**config.mk**
```make
export PLATFORM = sky130hd
export DESIGN_NAME = child_resp_collector
export DESIGN_NICKNAME = d
export VERILOG_FILES = /design/src/rtl/child_resp_collector.sv
export SDC_FILE = /design/constraint.sdc
export NUM_CORES = 1
export LEC_CHECK = 0
export ABC_AREA = 1
export CAP_MARGIN = 5
export CORE_ASPECT_RATIO = 1.2
export CORE_MARGIN = 3
export CORE_UTILIZATION = 50
export CTS_BUF_LIST = sky130_fd_sc_hd__clkbuf_2 sky130_fd_sc_hd__clkbuf_4 sky130_fd_sc_hd__clkbuf_8
export DETAILED_ROUTE_END_ITERATION = 7
export GPL_TIMING_DRIVEN = 0
export PLACE_DENSITY_LB_ADDON = 0.12
export SYNTH_ARGS = -nofsm -noshare
export SYNTH_HDL_FRONTEND = slang
export SYNTH_SLANG_ARGS = --single-unit
```
**constraint.sdc**
```tcl
create_clock -name clk -period 11.25 [get_ports clk]
set_input_delay 2.8125 -clock clk [delete_from_list [all_inputs] [get_ports clk]]
set_output_delay 2.8125 -clock clk [all_outputs]
set_load 0.005 [all_outputs]
```
**src/rtl/child_resp_collector.sv**
```systemverilog
// child_resp_collector
// Round-robin fan-in of child response words onto one valid/ready channel
// toward the parent. The output stage holds one registered word. A 16-bit
// counter tracks completed upstream handshakes.
// Optional feature: define COLLECTOR_SRC_TAG_EN to register the granted child
// index on up_src. Without it, up_src is tied to 0 and no register is built
// for it.
module child_resp_collector #(
  parameter int N_CHILD = 10,
  parameter int DATA_W  = 16,
  parameter int SRC_W   = 4
) (
  input  logic                      clk,
  input  logic                      rst_n,
  input  logic [N_CHILD-1:0]        child_valid,
  input  logic [N_CHILD*DATA_W-1:0] child_data,
  output logic [N_CHILD-1:0]        child_ready,
  output logic                      up_valid,
  output logic [DATA_W-1:0]         up_data,
  output logic [SRC_W-1:0]          up_src,
  input  logic                      up_ready,
  output logic [15:0]               xfer_cnt
);

  logic              r_valid;
  logic [DATA_W-1:0] r_data;
  logic [SRC_W-1:0]  r_ptr;
  logic [15:0]       r_cnt;

  logic              w_load_en;
  logic              w_any;
  logic              w_take;
  logic              w_drain;
  logic [SRC_W-1:0]  w_gnt;
  logic [SRC_W-1:0]  w_ptr_nxt;
  logic [DATA_W-1:0] w_word;

  // Reset gates the load path so no child sees ready while reset is held.
  assign w_load_en = (!r_valid || up_ready) && rst_n;
  assign w_take    = w_load_en && w_any;
  assign w_drain   = r_valid && up_ready;
  assign w_ptr_nxt = (w_gnt == SRC_W'(N_CHILD - 1)) ? '0 : w_gnt + SRC_W'(1);

  // Round-robin search: first valid child at or above r_ptr, wrapping at N_CHILD.
  always_comb begin
    logic [SRC_W:0]   sum;
    logic [SRC_W-1:0] idx;
    w_gnt = '0;
    w_any = 1'b0;
    sum   = '0;
    idx   = '0;
    for (int k = 0; k < N_CHILD; k++) begin
      sum = {1'b0, r_ptr} + (SRC_W+1)'(k);
      if (sum >= (SRC_W+1)'(N_CHILD)) sum = sum - (SRC_W+1)'(N_CHILD);
      idx = sum[SRC_W-1:0];
      if (!w_any && child_valid[idx]) begin
        w_any = 1'b1;
        w_gnt = idx;
      end
    end
  end

  // Select the granted child's word.
  always_comb begin
    w_word = '0;
    for (int k = 0; k < N_CHILD; k++) begin
      if (w_gnt == SRC_W'(k)) w_word = child_data[k*DATA_W +: DATA_W];
    end
  end

  // One-hot accept strobe to the granted child.
  always_comb begin
    child_ready = '0;
    if (w_take) child_ready[w_gnt] = 1'b1;
  end

  // Output register and priority pointer; a drain without a load empties the stage.
  always_ff @(posedge clk or negedge rst_n) begin
    if (!rst_n) begin
      r_valid <= 1'b0;
      r_data  <= '0;
      r_ptr   <= '0;
    end else if (w_take) begin
      r_valid <= 1'b1;
      r_data  <= w_word;
      r_ptr   <= w_ptr_nxt;
    end else if (w_drain) begin
      r_valid <= 1'b0;
    end
  end

  // Upstream handshake counter, free-running wrap at 16 bits.
  always_ff @(posedge clk or negedge rst_n) begin
    if (!rst_n) r_cnt <= '0;
    else if (w_drain) r_cnt <= r_cnt + 16'd1;
  end

`ifdef COLLECTOR_SRC_TAG_EN
  logic [SRC_W-1:0] r_src;

  // Source tag follows the data register.
  always_ff @(posedge clk or negedge rst_n) begin
    if (!rst_n) r_src <= '0;
    else if (w_take) r_src <= w_gnt;
  end

  assign up_src = r_src;
`else
  assign up_src = '0;
`endif

  assign up_valid = r_valid;
  assign up_data  = r_data;
  assign xfer_cnt = r_cnt;

endmodule

```
Word level (Yosys, flattened, before mapping)
Cells that the tools add are included.

cells by class
  $add $sub $neg = 21
  order comparisons = 22
  eq/ne operators = 9
  multiplexer cells = 66
  reductions and logical operators = 26

operators with widths
  kind                                                         count
  two-way mux 16 bit                                           10
  two-way mux 4 bit                                            21
  less-than comparator 4 x 5 -> 1 bit (second input constant)  11
  >= comparator 5 x 4 -> 1 bit (second input constant)         9
  binary-select mux 1 bit (select 4 bit)                       10
  subtractor 4 bit (second input constant)                     10
  two-way mux 1 bit                                            23
  adder 4 x 3 -> 5 bit (second input constant)                 4
  adder 16 x 1 -> 16 bit (second input constant)               1
  equality test 4 x 3 -> 1 bit (second input constant)         4
  logical AND 1 bit                                            13
  adder 4 x 2 -> 5 bit (second input constant)                 2
  adder 4 x 4 -> 5 bit (second input constant)                 2
  zero test 1 bit                                              10
  two-way mux 10 bit                                           1
  equality test 4 x 2 -> 1 bit (second input constant)         2
  equality test 4 bit (second input constant)                  2
  adder 4 x 1 -> 5 bit (second input constant)                 1
  adder 4 x 1 -> 4 bit (second input constant)                 1
  demux 1 bit (select 4 bit)                                   1
  equality test 4 x 1 -> 1 bit (second input constant)         1
  >= comparator 4 x 1 -> 1 bit (second input constant)         1
  >= comparator 4 bit (second input constant)                  1
  zero test 4 bit                                              1
  2 further kinds                                              2

word-level totals
  register bits after elaboration = 37
  output and inout bits = 47
  word-level logic and storage cells = 148

Logic depth before layout (Yosys ltp)
Gate-level depths: netlist (run 1).

  word-level depth = 43
  depth in mapped cells = 36

Least setup slack after synthesis (run 1)
OpenSTA, ideal clock, no wires.

  path kind = input -> output
  start = in child_valid[0]
  end = out child_ready[7]
  arrival time = 4.986 ns
  slack = 3.451 ns
  cell stages on the path = 21
  buffers on the path = 1
  cells stage by stage = nand2_1 o21ai_1 nand3b_1 nand3_1 nand2_1 nand2_2 nand2_4 nor2_4 nand3_4 nor2_8 nand4_4 nor2_4 nand3_1 nand3_1 nand2_2 nor2_4 inv_2 nor2_8 inv_2 buf_6 nor2_1

on the way
  cells in the longest elaborated chain, start to end = 35
  elaborated cells on any way between the ends = 65
  those cells by class = order compare: 2; mux: 43; reduce/logical: 20

ends and longest elaborated chain
  what                                                                                                              RTL line  text
  start, declared                                                                                                   15        input logic [N_CHILD-1:0] child_valid,
  binary-select mux 1 bit (select 4 bit)                                                                            56        if (!w_any && child_valid[idx]) begin
  two-way mux 1 bit (not written as such)                                                                           56
  two-way mux 1 bit                                                                                                 56
  zero test 1 bit                                                                                                   56
  logical AND 1 bit                                                                                                 56
  two-way mux 1 bit                                                                                                 56
  zero test 1 bit                                                                                                   56
  logical AND 1 bit                                                                                                 56
  (+19 left out)                                                                                                    n/a
  zero test 1 bit                                                                                                   56
  logical AND 1 bit                                                                                                 56
  two-way mux 4 bit                                                                                                 56
  less-than comparator 4 x 5 -> 1 bit (not written as such) / >= comparator 4 x 1 -> 1 bit (equally long branches)  74        if (w_take) child_ready[w_gnt] = 1'b1;
  logical AND 1 bit (not written as such)                                                                           74
  two-way mux 1 bit (not written as such)                                                                           74
  demux 1 bit (select 4 bit)                                                                                        74
  two-way mux 10 bit (*)                                                                                            74
  end, declared                                                                                                     17        output logic [N_CHILD-1:0] child_ready,

Mark *: on every way between the ends. The rest lies on a longest branch, timed or not. The select of a mux whose other input is x is not followed.

Final worst setup path (run 1)
  start = in child_valid[8]
  end = out child_ready[9]

Same word-level chain as after synthesis.

==> results of run 1 <==
final timing paths:
kind	start	to	slack, ns	depth (start not counted)
max	child_valid[8]	child_ready[9]	1.76	21
min	xfer_cnt[15]$_DFFE_PN0P_	xfer_cnt[15]$_DFFE_PN0P_	0.48	1
max reg2reg	r_ptr[1]$_DFFE_PN0P_	up_data[11]$_DFFE_PN0P_	6.03	31
min reg2reg	xfer_cnt[15]$_DFFE_PN0P_	xfer_cnt[15]$_DFFE_PN0P_	0.48	1
max in group asynchronous	rst_n	up_data[13]$_DFFE_PN0P_	8.10	1
min in group asynchronous	rst_n	xfer_cnt[2]$_DFFE_PN0P_	2.62	1
stage by stage:
step | setup slack [ns] | area, µm² | utilization | instances | hold slack, ns
floorplan | 3.45 | 5630 | - | 945 | 0.468
global placement | 1.76 | 7940 | 0.741 | 1289 | 0.462
detailed placement | 1.78 | 7940 | 0.740 | 1289 | 0.463
CTS | 1.75 | 8030 | 0.749 | 1297 | 0.478
global route | 1.46 | 8030 | 0.749 | 1297 | 0.498
finish | 1.76 | 8030 | 0.749 | 1297 | 0.480
cells in the mapped netlist, drive strengths merged, types with 2 or more instances:
cell type    n
nand2      267
nand3      137
inv        121
nor2       120
o21ai       58
a21oi       44
nand4       39
dfrtp       37
buf         34
ha          23
xor2        21
nor3         7
nand3b       6
o211ai       5
xnor2        5
clkbuf       3
nor4         3
and2         2
registers in the layout, indices dropped and copies added (netlist names):
register and flops:
up_data 16, up_valid 1, xfer_cnt 16, r_ptr 4
cell families after synthesis:
logic type / count (synthesis) / synth area share
flops: 37 / 0.165
simple gates: 582 / 0.496
fa+ha+maj: 24 / 0.0548
mux: 2 / 0.00602
compound gates: 112 / 0.107
buf+inv: 158 / 0.127
other cells: 1 / 0.000668
xor+xnor: 26 / 0.0432
area by class of cell:
cell class	instances	area, µm²	area share
multi-input combinational	750	3990	0.497
clock inverter	2	13.8	0.00171
sequential	37	926	0.115
tap	129	161	0.0201
clock buffer	6	82.6	0.0103
timing repair buffer	215	2150	0.267
buffer	37	258	0.0321
inverter	121	454	0.0566
per-layer routing:
| layer | track usage | wire (µm) | vias up |
|---|---|---|---|
| met3 | 0.0687 | 1440 | 56 |
| met1 | 0.376 | 7820 | 3196 |
| met5 | 0 | 0 | - |
| met2 | 0.623 | 11300 | 292 |
| li1 | - | - | 3501 |
| met4 | 0.130 | 958 | 0 |
cells in the final DEF (no fill, tap or decap), drive strengths merged:
cell type,instances
a21boi,1
a21oi,44
a22oi,1
a31oi,1
and2,2
buf,35
clkbuf,9
clkdlybuf4s50,214
clkinv,2
conb,4
dfrtp,37
fa,1
ha,23
inv,121
mux2,1
mux2i,1
nand2,267
nand3,137
nand3b,6
nand4,39
nor2,120
nor3,7
nor3b,1
nor4,3
o211ai,5
o21ai,58
o22ai,1
o31ai,1
xnor2,5
xor2,21
==> run metrics, run 1 <==
ys flop type=dfrtp_1; Worst Path Max Fanout=10; endpoints failing hold=0; pin count of the biggest net entering global routing=39; cell mode on critical path=nor2_1; area leader, netlist=dfrtp_1; total global-route track usage=0.339; die area=12500 µm²; CTS buffer count=5; CP max stage cell=clkdlybuf4s50_1; minimum clock period=9.49 ns; die height=122 µm; WL final=21.5 mm; Diodes inserted=0; required time of the worst setup path=8.44 ns; Top delay family on crit path=buffers and inverters; Critical Path AT=6.68 ns; Yosys reg bits=37; RSZ-0062 raised after global routing=no; status=complete, no violations; postcts setup bufs=0; Max Cap Violations=0; layout cell share with drive strength beyond 1=0.103; global-route wire length before repair=33.3 mm; initial antenna violation count=0; I/O pin cnt=220; CP Capture Type=output pin; DRT Pass-1 Iters=6; Post-synth EDFFs=0; final setup fails=0; Crit path largest cell delay=0.53 ns; post-synthesis sequential area ratio=0.165; I/O Buffers=215; number of fill cells in the layout=921; largest cells by area after synthesis=dfrtp_1 (16%), nand2_1 (16%), nand3_1 (11%); Std-Cell Core Area=10700 µm²; wire per inst=16.6 µm; initial core utilization=0.524; Slew Limit Fails=0; setup tns final=0 ns; Synth top area share=0.165; fin crit share=0.844; critical path startpoint category=input port; P&R area growth vs syn=43.0%; clock buffer depth=2; worst hold path class=register to register; Async S/R FF share, synth=1.00; Die Wd=103 µm; # DRC=0; Worst-Skew Late Latency=0.29 ns; CTS H-tree lvls=2; GR Overflow Total=0; CTS tree=done; Clock transition at path regs=0.08 ns; Via density=5.43; DR vias=7045; crit path cell chain=clkdlybuf4s50_1, inv_1, o21ai_0, inv_1, nor2_1, nand3_1, a21boi_0, nand4_1, nand2_1, nor2_1, nand2_1, nor2_1, nand3_1, nor2_1, nand3_2, nor2_2, buf_6, nand2_4, buf_2, nor2_1, clkdlybuf4s50_1; std cell rows=41; worst slew pin tran=0.835 ns; Highest Clock Rate=105 MHz; Final ANT Viol Nets=0; Final GP Congestion=0.967; number of distinct library cells after synthesis=46; root buffer cell=clkbuf_8; Worst Skew=0.00886 ns; number of global-route vias before repair=6648; Layout Nets=1364; Synth warnings=0; drt first-iter violations=447; Avg Inst Size Synth=5.96 µm²; clock sink count=37; Max-Slew Margin vs Limit=0.438; hpwl dp=18.0 mm; CTS resizes=0; Post-Synthesis Cell Area=5620 µm²; Syn Inst Count=942; Hold-fix buffers, CTS=0; CP bufs+invs=6; critical path type=input port to output pin
Power of run 1 is left out: the tool's default activity adds up to more than one toggle a clock period on the data nets, which glitch-free logic cannot reach.
==> inputs of run 2 (changes only) <==
--- a/config.mk
+++ b/config.mk
@@ -9,7 +9,7 @@
 export CAP_MARGIN = 5
 export CORE_ASPECT_RATIO = 1.2
 export CORE_MARGIN = 3
-export CORE_UTILIZATION = 50
+export CORE_UTILIZATION = 46
 export CTS_BUF_LIST = sky130_fd_sc_hd__clkbuf_2 sky130_fd_sc_hd__clkbuf_4 sky130_fd_sc_hd__clkbuf_8
 export DETAILED_ROUTE_END_ITERATION = 7
 export GPL_TIMING_DRIVEN = 0
==> constraint.sdc (replaced) <==
create_clock -name clk -period 8.85 [get_ports clk]
set_input_delay 2.2125 -clock clk [delete_from_list [all_inputs] [get_ports clk]]
set_output_delay 2.2125 -clock clk [all_outputs]
set_load 0.005 [all_outputs]
==> run 2 against run 1 <==
Net effect:
- final cell count grew 2.2%
- clock skew shrank 0.0044 ns
- count of clock-buffer cells in the layout shrank 1
- largest cell class unchanged
- critical endpoint unchanged
- die area grew 8.2%
- hold slack gained 0.0055 ns
==> run metrics, run 2 (synthesis gave the netlist of run 1 again) <==
status=complete, no violations; initial core utilization=0.479; Highest Clock Rate=118 MHz; placed insts=1317; Max Cap Violations=0; CTS buffer count=5; die height=127 µm; GR Overflow Total=0; final setup fails=0; Final GP Congestion=0.965; pin count of the biggest net entering global routing=39; number of global-route vias before repair=6808; critical path type=input port to output pin; Max-Slew Margin vs Limit=0.432; Via density=5.23; worst slew pin tran=0.851 ns; root buffer cell=clkbuf_8; # DRC=0; Diodes inserted=0; Slew Limit Fails=0; drt first-iter violations=499; Worst-Skew Late Latency=0.30 ns; wire per inst=16.7 µm; setup tns final=0 ns; CP max stage cell=o21ai_0; cell mode on critical path=nor2_1; endpoints failing hold=0; fin crit share=0.961; Layout Nets=1364; die area=13600 µm²; Critical Path AT=6.29 ns; DRT Pass-1 Iters=5; most frequent cells in the layout=nand2_1 (241), clkdlybuf4s50_1 (214), nand3_1 (123), nor2_1 (108), inv_1 (106); non-filler cells, final=1325; Worst Path Max Fanout=10; Hold-fix buffers, CTS=0; DR vias=6933; I/O Buffers=215; RSZ-0062 raised after global routing=no; hold path cells=2; postcts setup bufs=0; std cell rows=43; commonest non-fill, non-tap cell in the layout=nand2_1; total global-route track usage=0.324; layout cell share with drive strength beyond 1=0.103; CTS H-tree lvls=2; cells on worst reg2reg path=26; clock sink count=37; clock buffer depth=2; Worst Skew=0.00446 ns; CTS resizes=0; P&R area growth vs syn=44.4%; Final ANT Viol Nets=0; Crit path largest cell delay=0.64 ns; hpwl dp=18.4 mm; critical path startpoint category=input port; required time of the worst setup path=6.64 ns; crit path cell chain=clkdlybuf4s50_1, inv_1, o21ai_0, inv_1, nand3_1, nand3_1, nand2_1, nand2_2, nand3_1, nor2_1, nor2_1, nand2_1, nor2_1, nand3_1, nor2_1, nand3_2, nor2_2, buf_6, nand2_4, buf_2, nor2_1, clkdlybuf4s50_1; Clock transition at path regs=0.08 ns; worst hold path class=register to register; Top delay family on crit path=simple AND/OR/NAND/NOR gates; minimum clock period=8.50 ns; Die Wd=107 µm; CTS tree=done; initial antenna violation count=0; Std-Cell Core Area=11700 µm²; global-route wire length before repair=34.7 mm; Critical Path Stages=22; CP bufs+invs=6; CP Capture Type=output pin; I/O pin cnt=220; WL final=22.1 mm
run 2: cell count changes in the layout (fill, tap and decap cells not counted), sizes merged:
cell and delta:
bufinv +2, clkbuf -1, clkinv -2, inv +1
run 2: path summary, 6_finish.rpt:
| check | start | to | slack [ns] |
|---|---|---|---|
| setup reg to reg | r_ptr[1]$_DFFE_PN0P_ | up_data[9]$_DFFE_PN0P_ | 3.57 |
| hold reg to reg | up_data[6]$_DFFE_PN0P_ | up_data[6]$_DFFE_PN0P_ | 0.49 |
| setup / recovery | child_valid[5] | child_ready[9] | 0.35 |
| max in group asynchronous | rst_n | xfer_cnt[7]$_DFFE_PN0P_ | 6.31 |
| hold / removal | up_data[6]$_DFFE_PN0P_ | up_data[6]$_DFFE_PN0P_ | 0.49 |
| min in group asynchronous | rst_n | xfer_cnt[0]$_DFFE_PN0P_ | 2.02 |
run 2: metrics by stage:
step | area (µm²) | hold slack (ns) | util | worst slack [ns]
6_report | 8110 | 0.485 | 0.691 | 0.346
5_1_grt | 8110 | 0.506 | 0.691 | 0.0363
4_1_cts | 8110 | 0.487 | 0.691 | 0.435
3_5_place_dp | 7970 | 0.465 | 0.680 | 0.433
3_3_place_gp | 7980 | 0.463 | 0.680 | 0.529
2_1_floorplan | 5630 | 0.468 | - | 2.25
run 2: metal layers:
metal  share of wire  track usage  up-vias  wire [µm]
met5               0            0        -          0
met4           0.045        0.144        0        997
met3           0.062       0.0576       58       1370
met2            0.52        0.603      281      11500
met1            0.37        0.354     3090       8230
li1                -            -     3504          -
run 2: layout make-up:
type / count / area, µm²
well taps: 157 / 196
repair buffers: 215 / 2150
inverters: 121 / 454
clock inverters: 3 / 68.8
fillers: 1118 / 3620
plain buffers: 37 / 258
flip-flops and latches: 37 / 926
multi-input cells: 750 / 3990
clock buffers: 5 / 68.8
run 2: worst reg2reg max path: stages, from the launching register on:
cell,delay [ns]
dfrtp_1,0.51
buf_6,0.21
inv_2,0.25
ha_1,0.33
buf_2,0.21
inv_2,0.19
ha_1,0.23
nand2_1,0.10
nand2_1,0.07
nand2_1,0.09
o21ai_0,0.55
inv_1,0.16
a21oi_1,0.19
nor3_1,0.06
a21oi_1,0.47
nand4_1,0.19
nand3_2,0.22
nor2_4,0.08
nand2_2,0.18
buf_2,0.27
nor2_1,0.07
nor2_1,0.17
nand4_1,0.14
nand2_1,0.09
nand2_1,0.05
nand2_1,0.06
nand2_1,0.05
Power of run 2 is left out for the same reason.
